**src/rtl/core_sequencer_if.sv**
```systemverilog
// core_sequencer_if: instruction and data memory request/acknowledge bus.
// The sequencer is the master; the memories sit on the slave side.
interface core_sequencer_if;
    logic        imem_req;
    logic [31:0] imem_addr;
    logic        imem_ack;
    logic [31:0] imem_rdata;
    logic        dmem_req;
    logic        dmem_we;
    logic        dmem_ack;
    modport master (
        output imem_req, imem_addr, dmem_req, dmem_we,
        input  imem_ack, imem_rdata, dmem_ack
    );
    modport slave (
        input  imem_req, imem_addr, dmem_req, dmem_we,
        output imem_ack, imem_rdata, dmem_ack
    );
endinterface

```
**src/rtl/core_sequencer.sv**
```systemverilog
// core_sequencer: multi-cycle RV32I control sequencer (fetch, exec, mem, writeback).
// Define SEQ_PERF_CNT_EN to add the cycle_cnt/instret_cnt performance counters.
module core_sequencer #(
    parameter logic [31:0] RESET_PC = 32'h0000_0000,
    parameter logic [31:0] PC_STEP  = 32'd4
) (
    input  logic        clk,
    input  logic        rst,
    input  logic        run,
    core_sequencer_if.master bus,
    output logic [31:0] instr,
    input  logic        PL,
    input  logic        JB,
    input  logic        BC,
    input  logic [31:0] PCOffset,
    input  logic        mem_rd,
    input  logic        mem_wr,
    input  logic        rf_we,
    input  logic        Z,
    input  logic        N,
    output logic        dp_we,
    output logic [31:0] pc,
    output logic        busy
`ifdef SEQ_PERF_CNT_EN
    ,
    output logic [31:0] cycle_cnt,
    output logic [31:0] instret_cnt
`endif
);
    typedef enum logic [2:0] {IDLE, FETCH, EXEC, MEM, WB} state_t;
    state_t      state, state_nxt;
    logic        flag_z, flag_n, taken;
    logic [31:0] target;
    assign target        = pc + PCOffset;
    assign taken         = PL & (JB | (BC ? flag_n : flag_z));
    assign bus.imem_addr = pc;
    assign busy          = state != IDLE;
    // a store with rf_we set must never write the register file
    assign dp_we         = (state == WB) & rf_we & ~mem_wr;
    always_comb begin
        state_nxt = state;
        case (state)
            IDLE:    state_nxt = run ? FETCH : IDLE;
            FETCH:   state_nxt = bus.imem_ack ? EXEC : FETCH;
            EXEC:    state_nxt = (mem_rd | mem_wr) ? MEM : WB;
            MEM:     state_nxt = bus.dmem_ack ? WB : MEM;
            WB:      state_nxt = run ? FETCH : IDLE;
            default: state_nxt = IDLE;
        endcase
    end
    // requests are registered from the next state so they align with the state they belong to
    always_ff @(posedge clk) begin
        if (rst) begin
            state        <= IDLE;
            pc           <= RESET_PC;
            instr        <= '0;
            flag_z       <= 1'b0;
            flag_n       <= 1'b0;
            bus.imem_req <= 1'b0;
            bus.dmem_req <= 1'b0;
            bus.dmem_we  <= 1'b0;
        end else begin
            state        <= state_nxt;
            bus.imem_req <= state_nxt == FETCH;
            bus.dmem_req <= state_nxt == MEM;
            bus.dmem_we  <= (state_nxt == MEM) & mem_wr;
            if (state == FETCH && bus.imem_ack) instr <= bus.imem_rdata;
            if (state == EXEC) begin
                flag_z <= Z;
                flag_n <= N;
            end
            if (state == WB) pc <= taken ? {target[31:2], 2'b00} : pc + PC_STEP;
        end
    end
`ifdef SEQ_PERF_CNT_EN
    always_ff @(posedge clk) begin
        if (rst) begin
            cycle_cnt   <= '0;
            instret_cnt <= '0;
        end else begin
            cycle_cnt   <= cycle_cnt + {31'd0, busy};
            instret_cnt <= instret_cnt + {31'd0, state == WB};
        end
    end
`endif
endmodule
```
**src/flat_wrapper.sv**
```systemverilog
// flat-port wrapper written by rule: the top's interface ports become plain ports
module core_sequencer_flat 
#(
    parameter logic [31:0] RESET_PC = 32'h0000_0000,
    parameter logic [31:0] PC_STEP  = 32'd4
)
  (clk, rst, run, instr, PL, JB, BC, PCOffset, mem_rd, mem_wr, rf_we, Z, N, dp_we, pc, busy, bus_imem_req, bus_imem_addr, bus_dmem_req, bus_dmem_we, bus_imem_ack, bus_imem_rdata, bus_dmem_ack);
  core_sequencer_if bus_i ();
  input  logic clk;
  input  logic rst;
  input  logic run;
  output logic [31:0] instr;
  input  logic PL;
  input  logic JB;
  input  logic BC;
  input  logic [31:0] PCOffset;
  input  logic mem_rd;
  input  logic mem_wr;
  input  logic rf_we;
  input  logic Z;
  input  logic N;
  output logic dp_we;
  output logic [31:0] pc;
  output logic busy;
  output wire logic [$bits(bus_i.imem_req)-1:0] bus_imem_req;
  output wire logic [$bits(bus_i.imem_addr)-1:0] bus_imem_addr;
  output wire logic [$bits(bus_i.dmem_req)-1:0] bus_dmem_req;
  output wire logic [$bits(bus_i.dmem_we)-1:0] bus_dmem_we;
  input wire logic [$bits(bus_i.imem_ack)-1:0] bus_imem_ack;
  input wire logic [$bits(bus_i.imem_rdata)-1:0] bus_imem_rdata;
  input wire logic [$bits(bus_i.dmem_ack)-1:0] bus_dmem_ack;
  assign bus_imem_req = bus_i.imem_req;
  assign bus_imem_addr = bus_i.imem_addr;
  assign bus_dmem_req = bus_i.dmem_req;
  assign bus_dmem_we = bus_i.dmem_we;
  assign bus_i.imem_ack = bus_imem_ack;
  assign bus_i.imem_rdata = bus_imem_rdata;
  assign bus_i.dmem_ack = bus_dmem_ack;
  core_sequencer #(.RESET_PC(RESET_PC), .PC_STEP(PC_STEP)) u_core (.clk(clk), .rst(rst), .run(run), .bus(bus_i), .instr(instr), .PL(PL), .JB(JB), .BC(BC), .PCOffset(PCOffset), .mem_rd(mem_rd), .mem_wr(mem_wr), .rf_we(rf_we), .Z(Z), .N(N), .dp_we(dp_we), .pc(pc), .busy(busy));
endmodule
```
**config.mk**
```make
export PLATFORM = sky130hd
export DESIGN_NAME = core_sequencer_flat
export DESIGN_NICKNAME = d
export VERILOG_FILES = /design/src/rtl/core_sequencer_if.sv /design/src/rtl/core_sequencer.sv /design/src/flat_wrapper.sv
export SDC_FILE = /design/constraint.sdc
export NUM_CORES = 1
export LEC_CHECK = 0
export ABC_CLOCK_PERIOD_IN_PS = 3400
export BUFFER_PORTS_ARGS = -buffer_cell sky130_fd_sc_hd__buf_2
export CAP_MARGIN = 30
export CORE_UTILIZATION = 45
export DETAILED_ROUTE_END_ITERATION = 6
export PLACE_DENSITY = 0.78
export REMOVE_ABC_BUFFERS = 1
export SLEW_MARGIN = 0
export SYNTH_ARGS = -nofsm -noshare
export SYNTH_HDL_FRONTEND = slang
export SYNTH_SLANG_ARGS = --single-unit
export TNS_END_PERCENT = 5
```
**constraint.sdc**
```tcl
create_clock -name clk -period 3.4 [get_ports clk]
set_clock_uncertainty 0.1 [all_clocks]
set_input_delay 0.17 -clock clk [delete_from_list [all_inputs] [get_ports clk]]
set_output_delay 0.17 -clock clk [all_outputs]
set_load 0.01 [all_outputs]
```
-- Yosys cells after proc, flatten, opt, wreduce, memory -nomap -nowiden
Cells that the tools add are included.
- bitwise gates (word level): 7
- mux-type cells: 7
- $add $sub $neg: 2
- eq/ne operators: 6
- reductions and logical operators: 4
- operators with widths (kind ; count):
    32-bit by 3-bit adder with 32-bit output, second input constant ; 1
    32-bit adder ; 1
    32-bit two-way mux ; 1
    3-bit one-hot mux with 4 select lines ; 1
    3-bit by 2-bit == test with 1-bit output, second input constant ; 3
    3-bit by 1-bit == test with 1-bit output, second input constant ; 2
    3-bit two-way mux ; 2
    1-bit bitwise AND ; 4
    3-bit == test, second input constant ; 1
    3-bit zero test ; 1
    3-bit nonzero test ; 1
    1-bit two-way mux ; 2
    2-bit two-way mux ; 1
    1-bit bitwise OR ; 2
    2-bit OR reduction ; 1
    1-bit logical AND ; 1
    1-bit NOT ; 1
- bits in registers: 72

-- Logic depth before layout (Yosys ltp)
Gate-level depths: netlist (run 1).
- depth in word-level cells: 5
- depth in mapped cells: 10

-- Worst setup path after synthesis (run 1)
OpenSTA, ideal clock, no wires.
- path type: reg-to-reg
- from: register u_core.pc[5], in the netlist u_core.bus.imem_addr[5]
- to: register u_core.pc[30], in the netlist u_core.bus.imem_addr[30]
- arrival time: 2.359 ns
- data required time: 3.180 ns
- stages on the path, launching flop included: 10
- slack: 0.821 ns
- setup time: 0.120 ns
- period minus slack after synthesis: 2.579 ns
- cell sequence: dfxtp_1 ha_1 a21oi_1 o22a_1 o21ai_2 o311a_2 a31o_2 a41o_1 a2bb2oi_1 o21ai_1
- longest elaborated chain between the ends: 2
- elaborated cells on any way between the ends: 3
- classes of those cells: add/sub: 2; mux: 1
- ends and longest elaborated chain (element ; RTL line ; RTL):
    from (decl) ; core_sequencer.sv:22 ; output logic [31:0] pc,
    from (signal assigned) ; core_sequencer.sv:72 ; if (state == WB) pc <= taken ? {target[31:2], 2'b00} : pc + PC_STEP;
    32-bit by 3-bit adder with 32-bit output or 32-bit adder (tied branches) ; core_sequencer.sv:72, core_sequencer.sv:34 ;
    32-bit two-way mux (*) ; core_sequencer.sv:72 ;
Every way passes the cells marked *; elsewhere a longest branch is shown, timed or not.
A chain may end at the register's enable or synchronous reset.

-- Worst setup path in the final report (run 1)
- from: register u_core.pc[3], in the netlist u_core.bus.imem_addr[3]
- to: register u_core.pc[30], in the netlist u_core.bus.imem_addr[30]
The elaborated chain is that of the path after synthesis.

==> metrics.csv, run 1 <==
metric,value,unit
vias in the first global route,4846,
RSZ-0062 raised after global routing,no,
post-route setup TNS,0,ps
area of the multi-input gates,3180,um2
"Critical Path, Cell by Cell",ha_1 > a21oi_2 > o22a_1 > o21ai_2 > o311a_2 > a31o_2 > a41o_1 > a2bb2oi_1 > o21ai_1,
r2r setup slk,590,ps
"Hold Vio Cnt, Final",0,
CTS Sinks,70,
root buffer cell,clkbuf_8,
TritonCTS buffer count,9,
drt pass-1 iters,5,
fin crit share,82.8,%
Initial Util,46.2,%
routability congestion estimate,0.898,
Synth-to-Final Area Change,25.5,%
vias per cell,5.67,
relative slew slack,44.2,%
global-route wire length before repair,23.0,mm
CP Max Fanout,7,
Syn Inst Count,664,
RR Endpoint,u_core.bus.imem_addr[30]$_SDFFE_PP0P_,
Routed WL,14.9,mm
flop and latch count out of synthesis,70,
largest net degree at the start of global routing,41,
CP Class,reg2reg,
maximum VDD drop,0.203,mV
cell area power density,299,nW/um2
worst hold start,run,
"Distinct cells, synth",68,
worst-margin pin slew,837,ps
CP Launch Type,register,
CP Capture Type,register,
initial antenna violation count,0,
Layout fillers,1015,
layout cell share with drive strength beyond 1,26.7,%
launching point of the worst reg2reg path,u_core.bus.imem_addr[3]$_SDFFE_PP0P_,
Buffers on Ports,171,
Via Count,5484,
f_max,355,MHz
CTS tree,yes,
"FFs w/ async S/R, synth",0,%
die area,11500,um2
status,completed,
crit path launch,u_core.bus.imem_addr[3]$_SDFFE_PP0P_,
NumNets Final,930,
Rows,38,
Synth top area share,28.0,%
Reg area,1400,um2
Routed Antenna Nets,0,
top-count cell post-synth,nand2_1,
R2R cell count,9,
I/O pins,178,
syn avg cell area,7.54,um2
DP Cell Count,917,
Post-synth EDFFs,0,
largest cells by area after synthesis,"dfxtp_1 28%, a21oi_1 8.0%, nand2_1 7.8%",
CP max stage delay,440,ps
post-synthesis cell area,5000,um2
core area,10800,um2
Post-CTS Setup Repair Bufs,0,
clk slew on worst S/H paths,80,ps
CTS max path bufs,2,
Clock Latency Late Sink,360,ps
GRT Total Usage,25.2,%
hold endpoint,u_core.state[0]$_SDFF_PP0_,
Non-Filler Instances,968,
"top cells by count, synth","104 x nand2_1, 80 x a21oi_1, 70 x dfxtp_1, 41 x nor2_1, 36 x o21ai_0",
WP data required,3550,ps
Iter 0 DRT Violations,619,
grt ovf,0,
drt drc,0,
ant diodes,0,
drt wl/cell,15.4,um
Die Y,107,um
Worst Hold Class,in2reg,
static leakage,0.00299,uW
min Tclk post-route,2810,ps
post-synth top area cell,dfxtp_1,
Hold Path Depth,5,
Final Max Tran Viols,0,
"Setup violations, final",0,
htree depth,3,
data arrival time of the critical path,2970,ps
placed wire-length estimate,10.2,mm
"Seq/Total Area, Yosys",28.0,%
max-cap check violation count,0,
top_reg_cell synth,dfxtp_1,
Die X,107,um
number of synthesis warnings,0,
PostCTS Resize Cnt,0,
slowest library cell on the worst path,dfxtp_1,
## cells by family after synthesis
kind of cell | count (synthesis) | synth area share [%]
AND/OR/NAND/NOR | 245 | 23.6
buffers and inverters | 80 | 8.67
flip-flops | 70 | 28.0
AO/OA/AOI/OAI | 219 | 28.6
adder cells (fa/ha/maj) | 30 | 7.50
multiplexers | 4 | 0.850
other | 1 | 0.0749
XOR/XNOR | 15 | 2.62
## cells in the final DEF (no fill, tap or decap), types with 6 or more instances in the layout
cell and count:
and2_1 6, a21o_1 21, clkbuf_8 11, nand2_1 104, nor2_1 41, dlygate4sd3_1 35
a31oi_1 11, nor3_1 28, o21ai_0 35, a211oi_1 9, a21oi_1 80, inv_1 9
buf_4 9, and3_1 14, buf_2 171, dfxtp_1 70, ha_1 30, xnor2_1 11
nand4_1 7, nand3_1 14
## per-layer routing
| metal | vias up | wire (um) | track usage, % |
|---|---|---|---|
| li1 | 2707 | - | - |
| met1 | 2507 | 6580 | 30.7 |
| met2 | 244 | 7020 | 43.8 |
| met3 | 26 | 1090 | 4.66 |
| met4 | 0 | 237 | 9.78 |
| met5 | - | 0 | 0 |
## sequential cells by signal (all words and copies together), names as in the netlist
| register | flops |
|---|---|
| u_core.instr | 32 |
| u_core.bus.imem_addr | 30 |
| u_core.state | 3 |
| u_core.bus.dmem_req | 1 |
| u_core.bus.dmem_we | 1 |
| u_core.bus.imem_req | 1 |
| u_core.flag_n | 1 |
| u_core.flag_z | 1 |
## cell type report
cell class / instances / share of cell area [%]
Tap cell: 140 / 2.79
Multi-Input combinational cell: 517 / 50.7
Sequential cell: 70 / 22.3
Clock inverter: 5 / 0.916
Inverter: 10 / 0.617
Timing Repair Buffer: 215 / 20.3
Clock buffer: 11 / 2.41
## critical path, delay by kind of cell (launching register included)
kind | cells | cell delay [ps]
adder cells (fa/ha/maj) | 1 | 300
AO/OA/AOI/OAI | 8 | 1860
flip-flops | 1 | 440
## worst max path at each step
stage                                                       end  slack [ps]  depth (start not counted)
after floorplan           u_core.bus.imem_addr[27]$_SDFFE_PP0P_        -130                          6
after global placement    u_core.bus.imem_addr[30]$_SDFFE_PP0P_         650                          9
after detailed placement  u_core.bus.imem_addr[30]$_SDFFE_PP0P_         610                          9
after CTS                 u_core.bus.imem_addr[23]$_SDFFE_PP0P_         610                          8
after global routing      u_core.bus.imem_addr[23]$_SDFFE_PP0P_         310                          8
final                     u_core.bus.imem_addr[30]$_SDFFE_PP0P_         590                          9
## per-stage QoR
step	hold slack (ps)	utilization (%)	area (um2)	setup WS, ps	power [uW]
after floorplan	139	-	4620	-134	1020
after global placement	309	52.8	5720	650	1140
after detailed placement	313	52.8	5720	613	1150
after CTS	30.4	58.0	6280	613	1890
after global routing	69.3	58.0	6280	310	1960
final	49.6	58.0	6280	585	1880
## power by group
group | switching (uW) | internal [uW]
Sequential | 16.2 | 843
Combinational | 170 | 136
Clock | 338 | 377
## repair_timing
item                                    in CTS  in global routing
hold buffers                                35                  0
endpoints found under the setup margin       0                  0
endpoints found under the hold margin       35                  0
No activity file was read; power rests on OpenSTA's default activity.
==> run 2: changes to the inputs <==
--- a/config.mk
+++ b/config.mk
@@ -5,12 +5,13 @@
 export SDC_FILE = /design/constraint.sdc
 export NUM_CORES = 1
 export LEC_CHECK = 0
-export ABC_CLOCK_PERIOD_IN_PS = 3400
+export ABC_AREA = 1
+export ABC_CLOCK_PERIOD_IN_PS = 2500
 export BUFFER_PORTS_ARGS = -buffer_cell sky130_fd_sc_hd__buf_2
 export CAP_MARGIN = 30
 export CORE_UTILIZATION = 45
 export DETAILED_ROUTE_END_ITERATION = 6
-export PLACE_DENSITY = 0.78
+export PLACE_DENSITY = 0.79
 export REMOVE_ABC_BUFFERS = 1
 export SLEW_MARGIN = 0
 export SYNTH_ARGS = -nofsm -noshare
==> constraint.sdc (replaced) <==
create_clock -name clk -period 2.5 [get_ports clk]
set_clock_uncertainty 0.1 [all_clocks]
set_input_delay 0.125 -clock clk [delete_from_list [all_inputs] [get_ports clk]]
set_output_delay 0.125 -clock clk [all_outputs]
set_load 0.01 [all_outputs]
==> run 2 against run 1 <==
Against the previous run: sequential power grew 40%; via count grew 25%; clock power grew 83%; area after synthesis grew 15%; critical path type unchanged; critical path depth grew 2; the run now ends with hold timing left; critical endpoint is now u_core.bus.imem_addr[22]$_SDFFE_PP0P_; cell area grew 17%; register-to-register slack lost 360 ps; routed wire length grew 28%.
==> metrics.csv, run 2 <==
metric,value,unit,change
Routed Antenna Nets,0,,unchanged
drt drc,0,,unchanged
CP Class,reg2reg,,
WHS,-10.2,ps,-59.8 ps
WP data required,2670,ps,-880 ps
Synth top area share,24.3,%,-3.7 points
flop and latch count out of synthesis,70,,unchanged
TritonCTS buffer count,9,,unchanged
"most common cell after layout, fill and taps aside",nand2_1,,
post-synth top area cell,dfxtp_1,,
Hold Path Depth,2,,-3
drt wl/cell,14.4,um,-6.6%
"Most flops, register",u_core.instr,,
drt pass-1 iters,6,,+1
placed wire-length estimate,14.4,mm,+41%
vias per cell,5.17,,-8.8%
post-synthesis cell area,5760,um2,+15%
die area,13300,um2,+15%
vias in the first global route,6424,,+33%
Initial Util,47.0,%,+0.82 points
largest net degree at the start of global routing,38,,-7.3%
R2R cell count,11,,+2
Worst Hold Class,in2reg,,
max reg flops,32,,unchanged
fin crit share,91.0,%,+8.2 points
clk slew on worst S/H paths,60,ps,-20 ps
Final Max Tran Viols,0,,unchanged
CP Launch Type,register,,
CTS max path bufs,2,,unchanged
Die Y,115,um,+7.2%
met2 Use GR,50.3,%,+6.5 points
Rows,40,,+5.3%
"commonest non-fill, non-tap cells in the layout","251 x nand2_1, 171 x buf_2, 138 x nor2_1",,
initial antenna violation count,0,,unchanged
"FFs w/ async S/R, synth",0,%,unchanged
data arrival time of the critical path,2440,ps,-530 ps
CTS Sinks,70,,unchanged
f_max,440,MHz,+24%
min Tclk post-route,2270,ps,-540 ps
top-count cell post-synth,nand2_1,,
grt ovf,0,,unchanged
"Seq/Total Area, Yosys",24.3,%,-3.7 points
met1 GRT Util,37.4,%,+6.8 points
max-cap check violation count,0,,unchanged
grt peak-use layer,met2,,
number of synthesis warnings,0,,unchanged
Syn Inst Count,964,,+45%
CP Max Fanout,7,,unchanged
root buffer cell,clkbuf_16,,
ant diodes,0,,unchanged
CTS tree,yes,,
post-route setup TNS,0,ps,unchanged
"Distinct cells, synth",36,,-47%
"Setup violations, final",0,,unchanged
CP Capture Type,register,,
global-route wire length before repair,30.6,mm,+33%
Synth-to-Final Area Change,28.0,%,
NumNets Final,1264,,+36%
Clock Latency Late Sink,330,ps,-30 ps
RSZ-0062 raised after global routing,no,,
Routed WL,19.2,mm,+28%
GRT Total Usage,29.6,%,+4.3 points
overall power,3080,uW,+64%
Post-synth EDFFs,0,,unchanged
CP max stage delay,470,ps,+30 ps
Final Util,60.2,%,+2.2 points
core area,12300,um2,+13%
layout cell share with drive strength beyond 1,21.1,%,-5.6 points
hold buffer count at CTS,37,,+5.7%
static leakage,0.00399,uW,+33%
Via Count,6874,,+25%
failing checks,hold timing,,
Most common cell on crit path,nand2_1,,
slowest library cell on the worst path,dfxtp_1,,
Post-CTS Setup Repair Bufs,0,,unchanged
"Critical Path, Cell by Cell",ha_1 > nand2_1 > nand2_1 > nand2_1 > nand2_1 > nand3_1 > nand2_1 > nand2_1 > nand3b_1 > nand3_1 > a21oi_1,,
PostCTS Resize Cnt,0,,unchanged
I/O pins,178,,unchanged
Die X,115,um,+7.2%
met3 Usage GRT,5.17,%,+0.51 points
htree depth,3,,unchanged
top_reg_cell synth,dfxtp_1,,
Buffers on Ports,171,,unchanged
status,"finished, violations left",,
Iter 0 DRT Violations,600,,-3.1%
"top cells by count, synth","251 x nand2_1, 138 x nor2_1, 111 x inv_1, 80 x a21oi_1, 73 x o21ai_0",,
maximum VDD drop,0.509,mV,+150%
cell area power density,418,nW/um2,+40%
worst-margin pin slew,979,ps,+142 ps
"Hold Vio Cnt, Final",3,,+3
relative slew slack,34.7,%,-9.5 points
routability congestion estimate,0.970,,+8.0%
largest cells by area after synthesis,"dfxtp_1 24%, nand2_1 16%, nor2_1 9.0%",,
syn avg cell area,5.98,um2,-21%
==> run 2: changes by cell type after synthesis, sizes merged, moves of 14 or more <==
cell / before / now
clkbuf: 30 / 12
and3: 14 / 0
inv: 9 / 114
o21ai: 38 / 74
nand3: 14 / 54
nor2: 41 / 145
a21o: 21 / 0
nand2: 104 / 256
==> run 2: final cells by class <==
class / count / area, um2
fillers: 1164 / 4890
multi-input cells: 724 / 3580
repair buffers: 237 / 1440
flip-flops and latches: 70 / 1400
inverters: 115 / 432
clock buffers: 10 / 239
well taps: 168 / 210
clock inverters: 6 / 70.1
==> run 2: cells by family (layout without fill, tap and decap cells) <==
logic type	count (synthesis)	in the layout	share of synthesized area, %
xor+xnor	21	21	3.19
flops	70	70	24.3
fa+ha+maj	30	30	6.51
other cells	1	4	0.0651
compound gates	171	171	15.5
buf+inv	173	368	13.7
simple gates	498	498	36.6
==> run 2: final timing paths <==
| check | from | to | slack, ps |
|---|---|---|---|
| setup reg to reg | u_core.bus.imem_addr[2]$_SDFFE_PP0P_ | u_core.bus.imem_addr[22]$_SDFFE_PP0P_ | 230 |
| setup / recovery | u_core.bus.imem_addr[2]$_SDFFE_PP0P_ | u_core.bus.imem_addr[22]$_SDFFE_PP0P_ | 230 |
| hold reg to reg | u_core.instr[15]$_SDFFE_PP0P_ | u_core.instr[15]$_SDFFE_PP0P_ | 420 |
| hold / removal | rst | u_core.bus.imem_addr[26]$_SDFFE_PP0P_ | -10 |
==> run 2: layer usage <==
layer	part of all wire (%)	vias to the layer above
li1	-	3458
met1	41	3031
met2	47	341
met3	8.6	44
met4	3.0	0
met5	0	-
==> run 2: worst max-delay path, delay by kind of cell, from the launching register on <==
| family | cells | cell delay (ps) |
|---|---|---|
| AO/OA/AOI/OAI | 1 | 170 |
| adder cells (fa/ha/maj) | 1 | 250 |
| flip-flops | 1 | 470 |
| AND/OR/NAND/NOR | 9 | 1230 |
==> run 2: per-stage QoR <==
stage | setup slack (ps) | std cells | cell area (um2)
final | 225 | 1330 | 7380
after CTS | 322 | 1330 | 7380
after global placement | 377 | 1277 | 6700
after global routing | 94.1 | 1330 | 7380
after floorplan | 49.5 | 909 | 5410
after detailed placement | 335 | 1277 | 6700
==> run 2: power breakdown <==
group          total, uW  switching (uW)  internal (uW)
Combinational        568             337            230
Clock               1310             509            804
Sequential          1200            33.5           1170
Total               3080             879           2200
==> run 3: changes to the inputs <==
--- a/config.mk
+++ b/config.mk
@@ -9,9 +9,9 @@
 export ABC_CLOCK_PERIOD_IN_PS = 2500
 export BUFFER_PORTS_ARGS = -buffer_cell sky130_fd_sc_hd__buf_2
 export CAP_MARGIN = 30
-export CORE_UTILIZATION = 45
+export CORE_UTILIZATION = 48
 export DETAILED_ROUTE_END_ITERATION = 6
-export PLACE_DENSITY = 0.79
+export PLACE_DENSITY = 0.84
 export REMOVE_ABC_BUFFERS = 1
 export SLEW_MARGIN = 0
 export SYNTH_ARGS = -nofsm -noshare
==> run 3 against run 2 <==
Against the previous run: hold slack improved by 27 ps; sequential power is essentially flat; non-clock buffer count down 5; first-iteration DRC count is 4.5% lower; setup slack improved by 94 ps; utilization rose by 2.8 points; die area fell by 6.1%; combinational power is essentially flat; register-to-register slack better by 90 ps; via count increased by 1.5%; critical path type unchanged; power fell by 1.4%; routed wire length grew 0.97%; the flow finishes with violations (DRC).
==> metrics.csv, run 3 (synthesis gave the netlist of run 2 again) <==
metric,value,unit,change
status,"finished, violations left",,
failing checks,DRC,,
CP Max Fanout,7,,unchanged
relative slew slack,33.6,%,-1.0 points
max-cap check violation count,0,,unchanged
CP Launch Type,register,,
family with the most delay on the worst path,simple AND/OR/NAND/NOR gates,,
global-route wire length before repair,31.0,mm,+1.3%
Die Y,112,um,-3.1%
TritonCTS buffer count,9,,unchanged
Routed Antenna Nets,0,,unchanged
slowest library cell on the worst path,dfxtp_1,,
CTS Sinks,70,,unchanged
Hold Path Depth,2,,unchanged
htree depth,3,,unchanged
drt drc,8,,+8
RSZ-0062 raised after global routing,no,,
R2R cell count,14,,+3
die area,12400,um2,-6.1%
CP Class,reg2reg,,
maximum VDD drop,0.530,mV,+4.2%
"most common cell after layout, fill and taps aside",nand2_1,,
Routed WL,19.3,mm,+0.97%
"Most flops, register",u_core.instr,,
I/O pins,178,,unchanged
"commonest non-fill, non-tap cells in the layout","251 x nand2_1, 171 x buf_2, 138 x nor2_1",,
Initial Util,49.8,%,+2.8 points
vias in the first global route,6649,,+3.5%
ant diodes,0,,unchanged
Post-CTS Setup Repair Bufs,0,,unchanged
worst-margin pin slew,994,ps,+15.5 ps
static leakage,0.00396,uW,-0.63%
"Hold Vio Cnt, Final",0,,-3
CP max stage delay,440,ps,-30 ps
core area,11600,um2,-5.7%
drt wl/cell,14.9,um,+3.4%
layout cell share with drive strength beyond 1,20.7,%,-0.41 points
CP Buf/Inv Count,0,,unchanged
Synth-to-Final Area Change,26.4,%,
Final Max Tran Viols,0,,unchanged
drt pass-1 iters,7,,+1
Final Util,63.0,%,+2.8 points
initial antenna violation count,0,,unchanged
max reg flops,32,,unchanged
Rows,39,,-2.5%
"Critical Path, Cell by Cell",ha_1 > nand2_1 > nand2_1 > nand2_1 > nand2_2 > nand2_1 > nand2_1 > nand2_1 > nand2_1 > nand2_1 > nand2_1 > nand2_1 > nand3_1 > a21oi_1,,
min Tclk post-route,2180,ps,-94.2 ps
Clock Latency Late Sink,330,ps,about the same
CTS tree,yes,,
Worst Hold Class,in2reg,,
Via Count,6976,,+1.5%
WP data required,2620,ps,-50 ps
launching point of the worst reg2reg path,u_core.bus.imem_addr[2]$_SDFFE_PP0P_,,
post-route setup TNS,0,ps,unchanged
"Setup violations, final",0,,unchanged
fin crit share,87.2,%,-3.8 points
CP Capture Type,register,,
placed wire-length estimate,14.3,mm,-0.34%
largest net degree at the start of global routing,62,,+63%
CTS max path bufs,2,,unchanged
clk slew on worst S/H paths,50,ps,about the same
Most common cell on crit path,nand2_1,,
vias per cell,5.37,,+3.9%
data arrival time of the critical path,2300,ps,-140 ps
cell area after layout,7290,um2,-1.2%
crit path launch,u_core.bus.imem_addr[2]$_SDFFE_PP0P_,,
root buffer cell,clkbuf_16,,
Die X,112,um,-3.1%
Post-Place Cell Area,6640,um2,-0.92%
cell area power density,417,nW/um2,-0.22%
routability congestion estimate,0.967,,-0.31%
overall power,3040,uW,-1.4%
Iter 0 DRT Violations,573,,-4.5%
Crit path depth,14,,+3
WHS,16.9,ps,+27.1 ps
f_max,459,MHz,+4.3%
worst hold start,rst,,
NumNets Final,1259,,-0.40%
Buffers on Ports,171,,unchanged
grt ovf,0,,unchanged
GRT Total Usage,31.2,%,+1.6 points
## run 3: changes by cell type in the layout (fill, tap and decap cells not counted), sizes merged
cell	before	now
dlygate4sd3	37	36
buf	200	196
clkinv	2	3
inv	115	114
clkinvlp	3	1
clkbuf	10	11
## run 3: area by class of cell
type / instances / area [um2]
clock inverters: 4 / 47.5
clock buffers: 11 / 243
flip-flops and latches: 70 / 1400
inverters: 115 / 432
multi-input cells: 724 / 3580
well taps: 143 / 179
fillers: 1040 / 4280
repair buffers: 232 / 1400
## run 3: layer usage
layer | GRT usage [%] | wire length [um]
met5 | 0 | 0
met4 | 13.1 | 523
met3 | 4.79 | 1810
met2 | 54.8 | 9080
met1 | 37.8 | 7940
## run 3: worst paths after layout
check | endpoint | slack (ps)
hold reg to reg | u_core.instr[0]$_SDFFE_PP0P_ | 410
setup reg to reg | u_core.bus.imem_addr[31]$_SDFFE_PP0P_ | 320
hold / removal | u_core.bus.dmem_req$_SDFF_PP0_ | 20
setup / recovery | u_core.bus.imem_addr[31]$_SDFFE_PP0P_ | 320
## run 3: per-stage QoR
step	std cells	setup WS (ps)
floorplan	909	49.5
finish	1299	320
global placement	1248	401
CTS	1299	350
detailed placement	1248	361
global route	1299	108
## run 3: timing repair
item                                    in CTS  in global routing
hold buffers                                36                  0
endpoints found under the setup margin       0                  0
gates resized for setup                      0                  0
hold endpoints to repair                    35                  0
## run 3: where the power goes
group | leakage, uW | switching [uW] | internal (uW)
combinational | 0.00325 | 343 | 227
sequential | 0.000568 | 34.5 | 1170
clock | 0.000141 | 475 | 790
total | 0.00396 | 852 | 2190
